`src/rtl/gap3d_cell_pipe.sv`:
```
// Single-gap state cell for three-sequence affine-gap alignment.
// Computes Ix, Iy or Iz for one cell. The axis input selects which state is computed on each beat.
// The cell has three valid/ready pipeline stages:
//   S1 applies the saturating penalty subtraction.
//   S2 takes two partial maxima.
//   S3 takes the final maximum and drives the outputs.
module gap3d_cell_pipe #(
    parameter int unsigned W  = 12,
    parameter int unsigned G0 = 2,
    parameter int unsigned GE = 1
) (
    input  logic                clk,
    input  logic                rst_n,
    input  logic                in_valid,
    output logic                in_ready,
    input  logic [1:0]          in_axis,
    input  logic signed [W-1:0] in_m,
    input  logic signed [W-1:0] in_ixy,
    input  logic signed [W-1:0] in_iyz,
    input  logic signed [W-1:0] in_ixz,
    input  logic signed [W-1:0] in_ix,
    input  logic signed [W-1:0] in_iy,
    input  logic signed [W-1:0] in_iz,
    output logic                out_valid,
    input  logic                out_ready,
    output logic signed [W-1:0] out_score,
    output logic [2:0]          out_ptr,
    output logic [1:0]          out_axis,
    output logic                err_axis
);

    localparam logic signed [W-1:0] NEG_INF     = {1'b1, {(W-1){1'b0}}};
    localparam logic signed [W-1:0] POS_MAX     = {1'b0, {(W-1){1'b1}}};
    localparam logic signed [W+1:0] NEG_INF_EXT = {3'b111, {(W-1){1'b0}}};
    localparam logic signed [W+1:0] POS_MAX_EXT = {3'b000, {(W-1){1'b1}}};
    localparam logic signed [W+1:0] P_OPEN2     = (W+2)'(2 * G0);
    localparam logic signed [W+1:0] P_MIX       = (W+2)'(G0 + GE);
    localparam logic signed [W+1:0] P_EXT2      = (W+2)'(2 * GE);
    localparam logic [1:0]          AXIS_BAD    = 2'd3;

    // Saturating subtract. A NEG_INF input acts as -infinity and stays NEG_INF.
    function automatic logic signed [W-1:0] sat_sub(input logic signed [W-1:0] x,
                                                    input logic signed [W+1:0] p);
        logic signed [W+1:0] d;
        d = {{2{x[W-1]}}, x} - p;
        if (x == NEG_INF)          sat_sub = NEG_INF;
        else if (d < NEG_INF_EXT)  sat_sub = NEG_INF;
        else if (d > POS_MAX_EXT)  sat_sub = POS_MAX;
        else                       sat_sub = d[W-1:0];
    endfunction

    // Stage valid/ready chain.
    logic r_v1, r_v2, r_v3;
    logic w_ld1, w_ld2, w_ld3;

    // Stage registers.
    logic signed [W-1:0] r_c1 [7];
    logic [1:0]          r_axis1, r_axis2;
    logic signed [W-1:0] r_lo_score, r_hi_score;
    logic [2:0]          r_lo_idx, r_hi_idx;
    logic signed [W-1:0] r_score;
    logic [2:0]          r_ptr;
    logic [1:0]          r_axis3;
    logic                r_err;

    // Combinational signals.
    logic signed [W-1:0] w_in   [7];
    logic signed [W+1:0] w_pen  [7];
    logic signed [W-1:0] w_cand [7];
    logic signed [W-1:0] w_lo_score, w_hi_score, w_a_score, w_b_score, w_fin_score;
    logic [2:0]          w_lo_idx, w_hi_idx, w_a_idx, w_b_idx, w_fin_idx;

    // Each stage loads when it is empty or its successor loads.
    always_comb begin
        w_ld3    = !r_v3 || out_ready;
        w_ld2    = !r_v2 || w_ld3;
        w_ld1    = !r_v1 || w_ld2;
        in_ready = w_ld1;
    end

    // Select the penalty for each candidate from the axis.
    // Candidate order: M, Ixy, Iyz, Ixz, Ix, Iy, Iz.
    always_comb begin
        w_in[0] = in_m;
        w_in[1] = in_ixy;
        w_in[2] = in_iyz;
        w_in[3] = in_ixz;
        w_in[4] = in_ix;
        w_in[5] = in_iy;
        w_in[6] = in_iz;
        for (int i = 0; i < 7; i++) w_pen[i] = P_MIX;
        w_pen[0] = P_OPEN2;
        case (in_axis)
            2'd0: begin w_pen[2] = P_OPEN2; w_pen[4] = P_EXT2; end
            2'd1: begin w_pen[3] = P_OPEN2; w_pen[5] = P_EXT2; end
            2'd2: begin w_pen[1] = P_OPEN2; w_pen[6] = P_EXT2; end
            default: ;
        endcase
        for (int i = 0; i < 7; i++) begin
            w_cand[i] = (in_axis == AXIS_BAD) ? NEG_INF : sat_sub(w_in[i], w_pen[i]);
        end
    end

    // S1: register the penalised candidates and the axis.
    always_ff @(posedge clk) begin
        if (!rst_n) begin
            r_v1    <= 1'b0;
            r_axis1 <= 2'd0;
            for (int i = 0; i < 7; i++) r_c1[i] <= '0;
        end else if (w_ld1) begin
            r_v1 <= in_valid;
            if (in_valid) begin
                r_axis1 <= in_axis;
                for (int i = 0; i < 7; i++) r_c1[i] <= w_cand[i];
            end
        end
    end

    // Compute the partial maxima. The right operand replaces the left only when strictly greater,
    // so the lowest index wins a tie.
    always_comb begin
        w_a_score = r_c1[0];
        w_a_idx   = 3'd0;
        if (r_c1[1] > w_a_score) begin w_a_score = r_c1[1]; w_a_idx = 3'd1; end
        w_b_score = r_c1[2];
        w_b_idx   = 3'd2;
        if (r_c1[3] > w_b_score) begin w_b_score = r_c1[3]; w_b_idx = 3'd3; end
        w_lo_score = w_a_score;
        w_lo_idx   = w_a_idx;
        if (w_b_score > w_lo_score) begin w_lo_score = w_b_score; w_lo_idx = w_b_idx; end
        w_hi_score = r_c1[4];
        w_hi_idx   = 3'd4;
        if (r_c1[5] > w_hi_score) begin w_hi_score = r_c1[5]; w_hi_idx = 3'd5; end
        if (r_c1[6] > w_hi_score) begin w_hi_score = r_c1[6]; w_hi_idx = 3'd6; end
    end

    // S2: register both partial maxima.
    always_ff @(posedge clk) begin
        if (!rst_n) begin
            r_v2       <= 1'b0;
            r_axis2    <= 2'd0;
            r_lo_score <= '0;
            r_lo_idx   <= 3'd0;
            r_hi_score <= '0;
            r_hi_idx   <= 3'd0;
        end else if (w_ld2) begin
            r_v2 <= r_v1;
            if (r_v1) begin
                r_axis2    <= r_axis1;
                r_lo_score <= w_lo_score;
                r_lo_idx   <= w_lo_idx;
                r_hi_score <= w_hi_score;
                r_hi_idx   <= w_hi_idx;
            end
        end
    end

    // Take the final maximum. An illegal axis reports pointer 7 with a -infinity score.
    always_comb begin
        w_fin_score = r_lo_score;
        w_fin_idx   = r_lo_idx;
        if (r_hi_score > w_fin_score) begin w_fin_score = r_hi_score; w_fin_idx = r_hi_idx; end
        if (r_axis2 == AXIS_BAD) begin
            w_fin_score = NEG_INF;
            w_fin_idx   = 3'd7;
        end
    end

    // S3: output register. It is held while out_valid is high and out_ready is low.
    always_ff @(posedge clk) begin
        if (!rst_n) begin
            r_v3    <= 1'b0;
            r_score <= '0;
            r_ptr   <= 3'd0;
            r_axis3 <= 2'd0;
        end else if (w_ld3) begin
            r_v3 <= r_v2;
            if (r_v2) begin
                r_score <= w_fin_score;
                r_ptr   <= w_fin_idx;
                r_axis3 <= r_axis2;
            end
        end
    end

    // Sticky error flag. It is set when an illegal-axis beat is accepted.
    always_ff @(posedge clk) begin
        if (!rst_n) begin
            r_err <= 1'b0;
        end else if (in_valid && w_ld1 && (in_axis == AXIS_BAD)) begin
            r_err <= 1'b1;
        end
    end

    assign out_valid = r_v3;
    assign out_score = r_score;
    assign out_ptr   = r_ptr;
    assign out_axis  = r_axis3;
    assign err_axis  = r_err;

endmodule
```
`config.mk`:
```
export PLATFORM = sky130hd
export DESIGN_NAME = gap3d_cell_pipe
export DESIGN_NICKNAME = d
export VERILOG_FILES = /design/src/rtl/gap3d_cell_pipe.sv
export SDC_FILE = /design/constraint.sdc
export NUM_CORES = 1
export LEC_CHECK = 0
export ABC_CLOCK_PERIOD_IN_PS = 7750
export BUFFER_PORTS_ARGS = -buffer_cell sky130_fd_sc_hd__buf_2
export CAP_MARGIN = 20
export CORE_MARGIN = 2
export CORE_UTILIZATION = 65
export CTS_BUF_LIST = sky130_fd_sc_hd__clkbuf_8
export CTS_CLUSTER_SIZE = 20
export DETAILED_ROUTE_END_ITERATION = 12
export HOLD_SLACK_MARGIN = 0.12
export PLACE_DENSITY = 0.87
export SLEW_MARGIN = 40
export SYNTH_ARGS = -nofsm -noshare
export SYNTH_HDL_FRONTEND = slang
export SYNTH_SLANG_ARGS = --single-unit
export TNS_END_PERCENT = 50
```
`constraint.sdc`:
```
create_clock -name clk -period 7.75 [get_ports clk]
set_input_delay 1.9375 -clock clk [delete_from_list [all_inputs] [get_ports clk]]
set_output_delay 1.9375 -clock clk [all_outputs]
set_load 0.02 [all_outputs]
```
==> flow_summary.yaml <==
sta:
  max_freq_mhz: 205
  finalCritPeriodShare: 0.630
  maxSlewViolCount: 0
  rsz0062_at_grt: "no"
  finClkSkew_ns: 0.00972
  hold_viol_final: 0
  finalSetupViolations: 0
  setup_slack_ns: 2.87
  max_slew_margin: 0.440
  tightest_slew_ns: 0.839
  finalSetupTns_ns: 0
  period_minus_slack_ns: 4.88
worst_setup_path:
  end_kind: "flop"
  path_delay_family: "compound AO/OA/AOI/OAI gates"
  crit_required_ns: 8.13
  start_kind: "flop"
  critPathArrivalTime_ns: 5.27
  crit_chain: "inv_1 > ha_1 > buf_4 > nand4_1 > o21ba_2 > a21oi_1 > buf_4 > mux2i_1 > nor4_1 > ha_1 > a21oi_1 > a21boi_0 > o21ai_0 > a41o_1 > nand2_1 > o221ai_1"
  reg2regPathDepth: 16
  critical_path_class: "reg -> reg"
  cp_slowest_stage_delay_ns: 0.54
  cpMaxStageDelayCell: "a41o_1"
  crit_cells: 16
  crit_fanout: 39
  crit_buf_inv: 3
clock_network:
  cts_setup_buffers: 0
  clkSinkCount: 138
  cts_buffer_depth: 2
  cts-root-buf: "clkbuf_8"
  cts_made_buffers: 17
  cts-resized-gates: 0
  cts_tree: "yes"
  hold_buffers: 0
  path_clk_slew_ns: 0.08
  htree_levels: 4
  clk_latency_ns: 0.47
floorplanning:
  dieArea_sq_um: 16100
  coreArea_sq_um: 14600
  die_y_um: 127
  placement_rows: 44
  ios: 110
  die_w_um: 127
  start_util: 0.669
yosys:
  ys.flop_type: "edfxtp_1"
  syn-cell-area_sq_um: 9800
  ys_warn_count: 0
  synthCells: 1107
  avgSynthCellArea_sq_um: 8.85
  ys_seq_area_frac: 0.368
  ys_ff_latch: 138
  async_reset_ff_frac: 0
  netlist-cell-type-count: 62
  synth-edff-count: 84
  syn_nets: 1289
run_status:
  status: "finished clean"
finish:
  layout_commonest_cell: "buf_2"
  fin_nets: 1382
  syn_to_final_growth_pct: 11.5
  diodes: 0
  fill_cells: 1075
  layout_common_cells: "buf_2 (110), inv_1 (103), a21oi_1 (94)"
  finalNonFillerCells: 1397
  drive_gt1_frac: 0.149
global_routing:
  grt_max_degree: 85
  overflow: 0
  grt_antenna_before_repair: 0
  grt_pass1_vias: 8269
  grt_first_pass_wirelength_um: 41000
  grt_use_total: 0.318
routing:
  via_per_inst: 6.51
  wirelength_um: 25600
  wl_per_cell_um: 18.3
  dr_total_vias: 9093
  drtIter0Drc: 939
  drc_errors: 0
  drt_pass1_iterations: 7
  ant_nets: 0
flow_run:
  maxCapViolations: 0
power:
  max-vdd-ir-drop_v: 0.000129
  power_density_nw_per_um2: 213
  p_leak_nw: 4.52
placed_design:
  gp_congestion: 0.941
  pre_cts_slack_ns: 2.93
  numPortBuffers: 109
  dpl.cell_count: 1365
  dpl.hpwl_um: 19200
hold_path:
  hold_path.class: "reg -> reg"
  holdPathStages: 2
-- routing by layer --
| metal | up-vias | wire length (um) | global-route usage | part of all wire |
|---|---|---|---|---|
| met1 | 4244 | 10800 | 0.452 | 0.42 |
| met3 | 60 | 2340 | 0.0409 | 0.091 |
| met5 | - | 0 | 0 | 0 |
| met2 | 502 | 11800 | 0.509 | 0.46 |
| li1 | 4287 | - | - | - |
| met4 | 0 | 641 | 0.105 | 0.025 |
-- power breakdown --
group	leakage [nW]	total, mW	switching (mW)	internal, mW
logic	2.99	0.788	0.494	0.294
registers	1.34	0.908	0.0608	0.847
clock network	0.191	0.636	0.313	0.323
total	4.52	2.33	0.867	1.46
-- registers in the layout (all words and copies together), names as in the netlist, 3 cells and up --
register,flops
r_c1,84
out_score,12
r_hi_score,12
r_lo_score,12
out_ptr,3
r_hi_idx,3
-- cells in the mapped netlist (3+ instances only) --
cell / instances / share of area
nand3_1: 56 / 0.029
or2_2: 9 / 0.0057
inv_1: 103 / 0.039
nand4_1: 22 / 0.014
mux2i_1: 13 / 0.013
nand2_1: 68 / 0.026
clkbuf_1: 42 / 0.016
a21o_1: 18 / 0.014
a211o_1: 6 / 0.0054
a21boi_0: 3 / 0.0023
and2_1: 4 / 0.0026
a221oi_1: 13 / 0.012
ha_1: 89 / 0.11
o31ai_1: 3 / 0.0023
xor2_1: 19 / 0.017
o21a_1: 5 / 0.0038
o31a_1: 3 / 0.0027
o2bb2ai_1: 9 / 0.0080
fa_1: 3 / 0.0061
a22oi_1: 9 / 0.0069
nor2b_1: 16 / 0.010
nor4b_1: 4 / 0.0036
o21ai_0: 15 / 0.0077
or3_1: 11 / 0.0070
and3_1: 6 / 0.0038
nor2_1: 95 / 0.036
xnor2_1: 36 / 0.032
nor3_1: 37 / 0.019
nand2b_1: 22 / 0.014
a32oi_1: 10 / 0.0089
edfxtp_1: 84 / 0.26
mux2_2: 7 / 0.0080
or4_1: 8 / 0.0061
o221ai_1: 24 / 0.021
a21oi_1: 94 / 0.048
a31oi_1: 12 / 0.0077
o211ai_1: 12 / 0.0092
and4_1: 3 / 0.0027
o21ai_1: 3 / 0.0015
dfxtp_1: 54 / 0.11
nor4_1: 19 / 0.012
a211oi_1: 11 / 0.0084
-- final timing paths --
check / from / to / slack (ns)
worst max-delay path: r_c1[0][11] / r_lo_score[0] / 2.87
worst min-delay path: out_axis[0] / out_axis[0] / 0.46
worst max register to register: r_c1[0][11] / r_lo_score[0] / 2.87
worst min register to register: out_axis[0] / out_axis[0] / 0.46
-- cells by family (layout without fill, tap and decap cells) --
logic type / Yosys count / in the layout / synth area share
xor gates and xnor gates: 55 / 55 / 0.0492
AOI/OAI and AO/OA: 263 / 263 / 0.182
adders and majority gates: 92 / 92 / 0.120
buffers and inverters: 149 / 255 / 0.0580
muxes: 20 / 20 / 0.0213
and+or+nand+nor: 390 / 390 / 0.202
DFF: 138 / 138 / 0.368
-- area by class of cell --
type                    count  area, sq um  share of cell area
clock inverters            15          189              0.0173
multi-input cells         820         5660               0.518
flip-flops and latches    138         3600               0.330
repair buffers            120          626              0.0572
clock buffers              17          234              0.0214
inverters                 103          387              0.0354
well taps                 184          230              0.0211
-- stage by stage --
stage | area, sq um | power, mW | util | hold WS [ns]
final | 10900 | 2.33 | 0.746 | 0.459
after global routing | 10900 | 2.44 | 0.746 | 0.492
after CTS | 10900 | 2.30 | 0.745 | 0.459
after detailed placement | 10500 | 1.68 | 0.717 | 0.444
after floorplan | 9800 | 1.44 | - | 0.417
after global placement | 10500 | 1.63 | 0.715 | 0.440
-- worst reg2reg max path, stage by stage (launching register included) --
cell      delay, ns
edfxtp_1       0.38
inv_1          0.05
ha_1           0.27
buf_4          0.31
nand4_1        0.27
o21ba_2        0.33
a21oi_1        0.45
buf_4          0.35
mux2i_1        0.14
nor4_1         0.36
ha_1           0.33
a21oi_1        0.15
a21boi_0       0.09
o21ai_0        0.29
a41o_1         0.54
nand2_1        0.25
o221ai_1       0.25
Power figures use the tool's default switching activity.
